==> src/rtl/phase_scheduler_if.sv <==
// Intersection phase scheduler bus: sensor/button inputs, lamp, state and timer outputs.
interface phase_scheduler_if;
  logic       x;
  logic       ped_req;
  logic [1:0] hwy;
  logic [1:0] cntry;
  logic       walk;
  logic       ped_pending;
  logic [2:0] stateD;
  logic [7:0] secs_left;

  modport master (output x, ped_req,
                  input  hwy, cntry, walk, ped_pending, stateD, secs_left);
  modport slave  (input  x, ped_req,
                  output hwy, cntry, walk, ped_pending, stateD, secs_left);
endinterface

==> src/rtl/phase_scheduler.sv <==
// Intersection phase scheduler: highway / country / pedestrian right-of-way with a
// shared 1 s prescaler and 8-bit seconds down-counter reloaded on every phase entry.
module phase_scheduler #(
  parameter int TICK_DIV  = 50_000_000,
  parameter int HWY_MIN   = 10,
  parameter int YEL_T     = 3,
  parameter int ALLRED_T  = 2,
  parameter int CNTRY_MAX = 15,
  parameter int PED_T     = 8
) (
  input  logic              CLOCK_50,
  input  logic              reset,
  phase_scheduler_if.slave  bus
);

  localparam int              PW_W       = (TICK_DIV > 1) ? $clog2(TICK_DIV) : 1;
  localparam logic [PW_W-1:0] PRE_RELOAD = PW_W'(TICK_DIV - 1);

  typedef enum logic [2:0] {
    HG = 3'b000, HY = 3'b001, AR1 = 3'b010, CG = 3'b011,
    CY = 3'b100, AR2 = 3'b101, PW = 3'b110, BAD = 3'b111
  } state_e;

  state_e          state_q, state_d;
  logic [7:0]      secs_q, secs_d;
  logic [PW_W-1:0] presc_q, presc_d;
  logic            ped_q, ped_d;
  logic            x_q, x_d;
  logic            last_cntry_q, last_cntry_d;
  logic            expired, tick, enter_pw, enter_cg;
  logic [1:0]      hwy_l, cntry_l;
  logic            walk_l;

  function automatic logic [7:0] dur(input state_e s);
    case (s)
      HY, CY:   dur = 8'(YEL_T);
      AR1, AR2: dur = 8'(ALLRED_T);
      CG:       dur = 8'(CNTRY_MAX);
      PW:       dur = 8'(PED_T);
      default:  dur = 8'(HWY_MIN);
    endcase
  endfunction

  assign expired = (secs_q == 8'd0);
  assign tick    = (presc_q == '0);

  always_comb begin
    state_d = state_q;
    case (state_q)
      HG:  if (expired && (x_q || ped_q)) state_d = HY;
      HY:  if (expired) state_d = AR1;
      AR1: if (expired) begin
             if (x_q && ped_q) state_d = last_cntry_q ? PW : CG;
             else if (ped_q)   state_d = PW;
             else if (x_q)     state_d = CG;
             else              state_d = HG;
           end
      CG:  if (!x_q || expired) state_d = CY;
      CY:  if (expired) state_d = AR2;
      PW:  if (expired) state_d = AR2;
      AR2: if (expired) state_d = HG;
      default: state_d = HG;
    endcase

    // Any phase change restarts both the prescaler and the seconds counter.
    if (state_d != state_q) begin
      secs_d  = dur(state_d);
      presc_d = PRE_RELOAD;
    end else begin
      presc_d = tick ? PRE_RELOAD : presc_q - 1'b1;
      secs_d  = (tick && !expired) ? secs_q - 8'd1 : secs_q;
    end

    enter_pw     = (state_d == PW) && (state_q != PW);
    enter_cg     = (state_d == CG) && (state_q != CG);
    ped_d        = enter_pw ? 1'b0 : (ped_q | bus.ped_req);
    last_cntry_d = enter_cg ? 1'b1 : (enter_pw ? 1'b0 : last_cntry_q);
    x_d          = bus.x;
  end

  always_ff @(posedge CLOCK_50) begin
    if (reset) begin
      state_q      <= HG;
      secs_q       <= 8'(HWY_MIN);
      presc_q      <= PRE_RELOAD;
      ped_q        <= 1'b0;
      last_cntry_q <= 1'b1;
      x_q          <= 1'b0;
    end else begin
      state_q      <= state_d;
      secs_q       <= secs_d;
      presc_q      <= presc_d;
      ped_q        <= ped_d;
      last_cntry_q <= last_cntry_d;
      x_q          <= x_d;
    end
  end

  // Lamp code: G=00, Y=01, R=10.
  always_comb begin
    hwy_l   = 2'b10;
    cntry_l = 2'b10;
    walk_l  = 1'b0;
    case (state_q)
      HG: hwy_l   = 2'b00;
      HY: hwy_l   = 2'b01;
      CG: cntry_l = 2'b00;
      CY: cntry_l = 2'b01;
      PW: walk_l  = 1'b1;
      default: ;
    endcase
  end

  assign bus.hwy         = hwy_l;
  assign bus.cntry       = cntry_l;
  assign bus.walk        = walk_l;
  assign bus.ped_pending = ped_q;
  assign bus.stateD      = state_q;
  assign bus.secs_left   = secs_q;

endmodule

==> src/flat_wrapper.sv <==
// flat-port wrapper written by rule: the top's interface ports become plain ports
module phase_scheduler_flat 
#(
  parameter int TICK_DIV  = 50_000_000,
  parameter int HWY_MIN   = 10,
  parameter int YEL_T     = 3,
  parameter int ALLRED_T  = 2,
  parameter int CNTRY_MAX = 15,
  parameter int PED_T     = 8
)
  (CLOCK_50, reset, bus_x, bus_ped_req, bus_hwy, bus_cntry, bus_walk, bus_ped_pending, bus_stateD, bus_secs_left);
  phase_scheduler_if bus_i ();
  input  logic CLOCK_50;
  input  logic reset;
  input wire logic [$bits(bus_i.x)-1:0] bus_x;
  input wire logic [$bits(bus_i.ped_req)-1:0] bus_ped_req;
  output wire logic [$bits(bus_i.hwy)-1:0] bus_hwy;
  output wire logic [$bits(bus_i.cntry)-1:0] bus_cntry;
  output wire logic [$bits(bus_i.walk)-1:0] bus_walk;
  output wire logic [$bits(bus_i.ped_pending)-1:0] bus_ped_pending;
  output wire logic [$bits(bus_i.stateD)-1:0] bus_stateD;
  output wire logic [$bits(bus_i.secs_left)-1:0] bus_secs_left;
  assign bus_i.x = bus_x;
  assign bus_i.ped_req = bus_ped_req;
  assign bus_hwy = bus_i.hwy;
  assign bus_cntry = bus_i.cntry;
  assign bus_walk = bus_i.walk;
  assign bus_ped_pending = bus_i.ped_pending;
  assign bus_stateD = bus_i.stateD;
  assign bus_secs_left = bus_i.secs_left;
  phase_scheduler #(.TICK_DIV(TICK_DIV), .HWY_MIN(HWY_MIN), .YEL_T(YEL_T), .ALLRED_T(ALLRED_T), .CNTRY_MAX(CNTRY_MAX), .PED_T(PED_T)) u_core (.CLOCK_50(CLOCK_50), .reset(reset), .bus(bus_i));
endmodule
==> config.mk <==
export PLATFORM = sky130hd
export DESIGN_NAME = phase_scheduler_flat
export DESIGN_NICKNAME = d
export VERILOG_FILES = /design/src/rtl/phase_scheduler_if.sv /design/src/rtl/phase_scheduler.sv /design/src/flat_wrapper.sv
export SDC_FILE = /design/constraint.sdc
export NUM_CORES = 1
export LEC_CHECK = 0
export BUFFER_PORTS_ARGS = -buffer_cell sky130_fd_sc_hd__buf_2
export CORE_MARGIN = 2
export CORE_UTILIZATION = 45
export DETAILED_ROUTE_END_ITERATION = 8
export PLACE_DENSITY_LB_ADDON = 0.12
export SLEW_MARGIN = 10
export SYNTH_ARGS = -nofsm -noshare
export SYNTH_HDL_FRONTEND = slang
export SYNTH_SLANG_ARGS = --single-unit
==> constraint.sdc <==
create_clock -name CLOCK_50 -period 2.15 [get_ports CLOCK_50]
set_input_delay 0.43 -clock CLOCK_50 [delete_from_list [all_inputs] [get_ports CLOCK_50]]
set_output_delay 0.43 -clock CLOCK_50 [all_outputs]
set_load 0.1 [all_outputs]
==> flow_results.xml <==
<?xml version="1.0" encoding="UTF-8"?>
<metrics>
  <group name="outcome">
    <metric name="status" unit="">complete, but fails checks</metric>
    <metric name="failed_checks" unit="">setup timing</metric>
  </group>
  <group name="worst_setup_path">
    <metric name="critPathRequiredTime" unit="ps">2350</metric>
    <metric name="cp.arrival" unit="ps">2380</metric>
    <metric name="setup_crit_start_kind" unit="">flip-flop</metric>
    <metric name="r2r_setup_slack" unit="ps">-20</metric>
    <metric name="worstPathMaxFanout" unit="">7</metric>
    <metric name="critPathKind" unit="">reg2reg</metric>
    <metric name="critical_path.endpoint_type" unit="">flip-flop</metric>
  </group>
  <group name="floorplanning">
    <metric name="fp.dieArea" unit="mm^2">0.00519</metric>
    <metric name="die_width" unit="um">72.0</metric>
    <metric name="die_height" unit="um">72.0</metric>
    <metric name="core.rowCount" unit="">24</metric>
    <metric name="top_level_ports" unit="">21</metric>
    <metric name="floorplan.initialDensity" unit="">0.472</metric>
    <metric name="total_core_area" unit="mm^2">0.00441</metric>
  </group>
  <group name="synth">
    <metric name="post_synth_design_cell_area" unit="mm^2">0.00208</metric>
    <metric name="synth_nets" unit="">248</metric>
    <metric name="yosysSeqAreaShare" unit="">0.384</metric>
    <metric name="flip_flop_and_latch_count_after_synthesis" unit="">40</metric>
    <metric name="ys_dominant_reg_cell" unit="">dfxtp_1</metric>
    <metric name="yosysWarningCount" unit="">0</metric>
    <metric name="synthesis.area_per_instance" unit="um^2">8.64</metric>
    <metric name="ys_types" unit="">51</metric>
    <metric name="synth_edf_count" unit="">0</metric>
    <metric name="async_flop_share" unit="">0</metric>
    <metric name="synthesized_netlist_cell_count" unit="">241</metric>
  </group>
  <group name="global_route">
    <metric name="grt_first_pass_wirelength" unit="mm">8.31</metric>
    <metric name="globalRouteTotalUtil" unit="">0.204</metric>
    <metric name="maximum_number_of_pins_on_one_net_before_global_route_repair" unit="">19</metric>
    <metric name="antenna_violations_before_repair" unit="">0</metric>
    <metric name="grt_pass1_vias" unit="">1734</metric>
    <metric name="overflow" unit="">0</metric>
  </group>
  <group name="sta">
    <metric name="grt_setup_unrepaired" unit="">yes</metric>
    <metric name="timing.slew.headroom" unit="">0.674</metric>
    <metric name="clock-skew-final" unit="ps">9.15</metric>
    <metric name="setup_viol" unit="">1</metric>
    <metric name="final-max-slew-violation-count" unit="">0</metric>
    <metric name="tightestPinTransition" unit="ps">492</metric>
    <metric name="hold_viol" unit="">0</metric>
    <metric name="finalSetupTns" unit="ps">-21.9</metric>
    <metric name="max_freq" unit="MHz">460</metric>
    <metric name="period_share" unit="">1.01</metric>
    <metric name="fin_ws" unit="ps">-21.9</metric>
    <metric name="fin_crit" unit="ps">2170</metric>
  </group>
  <group name="clock_network">
    <metric name="clockBufferDepth" unit="">2</metric>
    <metric name="tritoncts" unit="">built</metric>
    <metric name="cts-buffers-inserted" unit="">5</metric>
    <metric name="cts.sink_count" unit="">40</metric>
    <metric name="post_cts_hold_buffer_count" unit="">0</metric>
    <metric name="worst_setup_hold_path_clk_slew" unit="ps">80</metric>
    <metric name="clk_latency" unit="ps">290</metric>
    <metric name="cts.root.buffer_cell" unit="">clkbuf_8</metric>
    <metric name="cts_max_level" unit="">2</metric>
  </group>
  <group name="final_layout">
    <metric name="flow.area_growth_from_synthesis" unit="%">31.0</metric>
    <metric name="count_of_fill_cells_added_during_filler_insertion" unit="">375</metric>
    <metric name="area_taken_by_multi_input_logic_gates" unit="mm^2">0.00134</metric>
    <metric name="regArea" unit="um^2">833</metric>
    <metric name="final_layout_size_suffix_gt1_frac" unit="">0.339</metric>
    <metric name="stdcell_area" unit="mm^2">0.00273</metric>
    <metric name="antennaDiodeCount" unit="">0</metric>
    <metric name="num-nets-final" unit="">302</metric>
  </group>
  <group name="pwr">
    <metric name="power_density" unit="mW/mm^2">477</metric>
    <metric name="vdd_drop_max" unit="mV">0.406</metric>
    <metric name="p_leak" unit="nW">1.02</metric>
  </group>
  <group name="route">
    <metric name="drt_iter0_drc" unit="">146</metric>
    <metric name="vias_per_std_cell" unit="">5.70</metric>
    <metric name="finalWirelength" unit="mm">5.17</metric>
    <metric name="avgRoutedWirePerCell" unit="um">14.9</metric>
    <metric name="ant_nets" unit="">0</metric>
    <metric name="dr.pass1.iters" unit="">4</metric>
    <metric name="route.detailed.drc" unit="">0</metric>
    <metric name="route.vias.total" unit="">1978</metric>
  </group>
  <group name="placed_design">
    <metric name="post-dp-hpwl" unit="mm">3.62</metric>
    <metric name="place_congestion" unit="">0.945</metric>
    <metric name="place.port_buffers" unit="">20</metric>
    <metric name="dp_slack" unit="ps">-42.6</metric>
    <metric name="dpl_cell_area" unit="mm^2">0.00252</metric>
  </group>
  <group name="hold_path">
    <metric name="min_path_type" unit="">in2reg</metric>
  </group>
  <group name="flow_run">
    <metric name="drv.max_cap_violation_count" unit="">0</metric>
  </group>
</metrics>
[cell usage after synthesis, drive strengths merged, types with 5 or more instances]
cell / count / area (um^2)
dfxtp: 40 / 801
nand2: 30 / 113
nor2: 24 / 90.1
xor2: 15 / 131
nand3: 9 / 45.0
xnor2: 9 / 78.8
inv: 8 / 30.0
nor4: 8 / 56.3
nand4: 7 / 43.8
nor3: 7 / 35.0
clkbuf: 6 / 22.5
o31ai: 5 / 37.5
or4: 5 / 37.5
[per-stage QoR]
step           hold WS (ps)   util  cells  power (mW)
2_1_floorplan           391      -    241       0.805
3_3_place_gp            458  0.570    335       0.830
3_5_place_dp            459  0.570    335       0.830
4_1_cts                 336  0.591    342        1.31
5_1_grt                 370  0.618    347        1.34
6_report                345  0.618    347        1.30
[worst max-delay path, cell delays in order, from the launching register on]
cell	delay, ps
dfxtp_4	360
inv_4	60
ha_4	130
or4b_4	530
a2111oi_4	310
a211oi_4	100
or3_4	370
a221oi_4	220
[metal layers]
layer / part of all wire / GRT usage / wire length [um] / vias to the layer above
li1: - / - / - / 981
met1: 0.49 / 0.301 / 2530 / 946
met2: 0.44 / 0.300 / 2290 / 44
met3: 0.050 / 0.0444 / 259 / 7
met4: 0.015 / 0.0587 / 78 / 0
met5: 0 / 0 / 0 / -
[timing repair]
item / in CTS / in global routing
gates cloned: 0 / 0
buffers inserted: 0 / 5
setup endpoints to repair: 2 / 9
pin swaps: 0 / 2
resized for setup: 3 / 19
[state kept, by name (all words and copies together), names as in the netlist]
name / flops
u_core.bus.ped_pending: 1
u_core.bus.secs_left: 8
u_core.bus.stateD: 3
u_core.last_cntry_q: 1
u_core.presc_q: 26
u_core.x_q: 1
[layout make-up]
cell class | count | share of cell area
Clock inverter | 1 | 0.00183
Clock buffer | 6 | 0.0266
Tap cell | 52 | 0.0238
Timing Repair Buffer | 56 | 0.140
Inverter | 8 | 0.0128
Sequential cell | 40 | 0.305
Multi-Input combinational cell | 184 | 0.489
[cells in the final DEF (no fill, tap or decap), types with 5 or more instances in the layout]
cell type and n:
buf_4 35, xnor2_1 9, dfxtp_1 28, nor4_1 6
buf_2 20, clkbuf_8 5, o31ai_1 5, nand3_1 7
xor2_1 15, nor3_1 7, dfxtp_2 5, or4_1 5
inv_1 6, nand2_1 29, nor2_1 23, dfxtp_4 7
nand4_1 7
[cells by family after synthesis]
group	Yosys count	share of synthesized area
adders and majority gates	3	0.0180
xor gates and xnor gates	24	0.101
AOI/OAI and AO/OA	34	0.135
DFF	40	0.384
buffers and inverters	17	0.0366
and+or+nand+nor	123	0.326
[where the power goes]
group	total (mW)	switching (mW)	internal [mW]
Combinational	0.0701	0.0442	0.0259
Sequential	0.746	0.00703	0.739
Clock	0.485	0.264	0.221
Total	1.30	0.315	0.986
[path summary, 6_finish.rpt]
| kind | cells past startpoint | from | endpoint |
|---|---|---|---|
| worst max register to register | 7 | u_core.bus.secs_left[0] | u_core.bus.secs_left[0] |
| worst min-delay path | 2 | bus_x | u_core.x_q |
| worst max-delay path | 7 | u_core.bus.secs_left[0] | u_core.bus.secs_left[0] |
| worst min register to register | 2 | u_core.presc_q[7] | u_core.presc_q[7] |
Note: power is estimated with default switching activity, not from simulation.
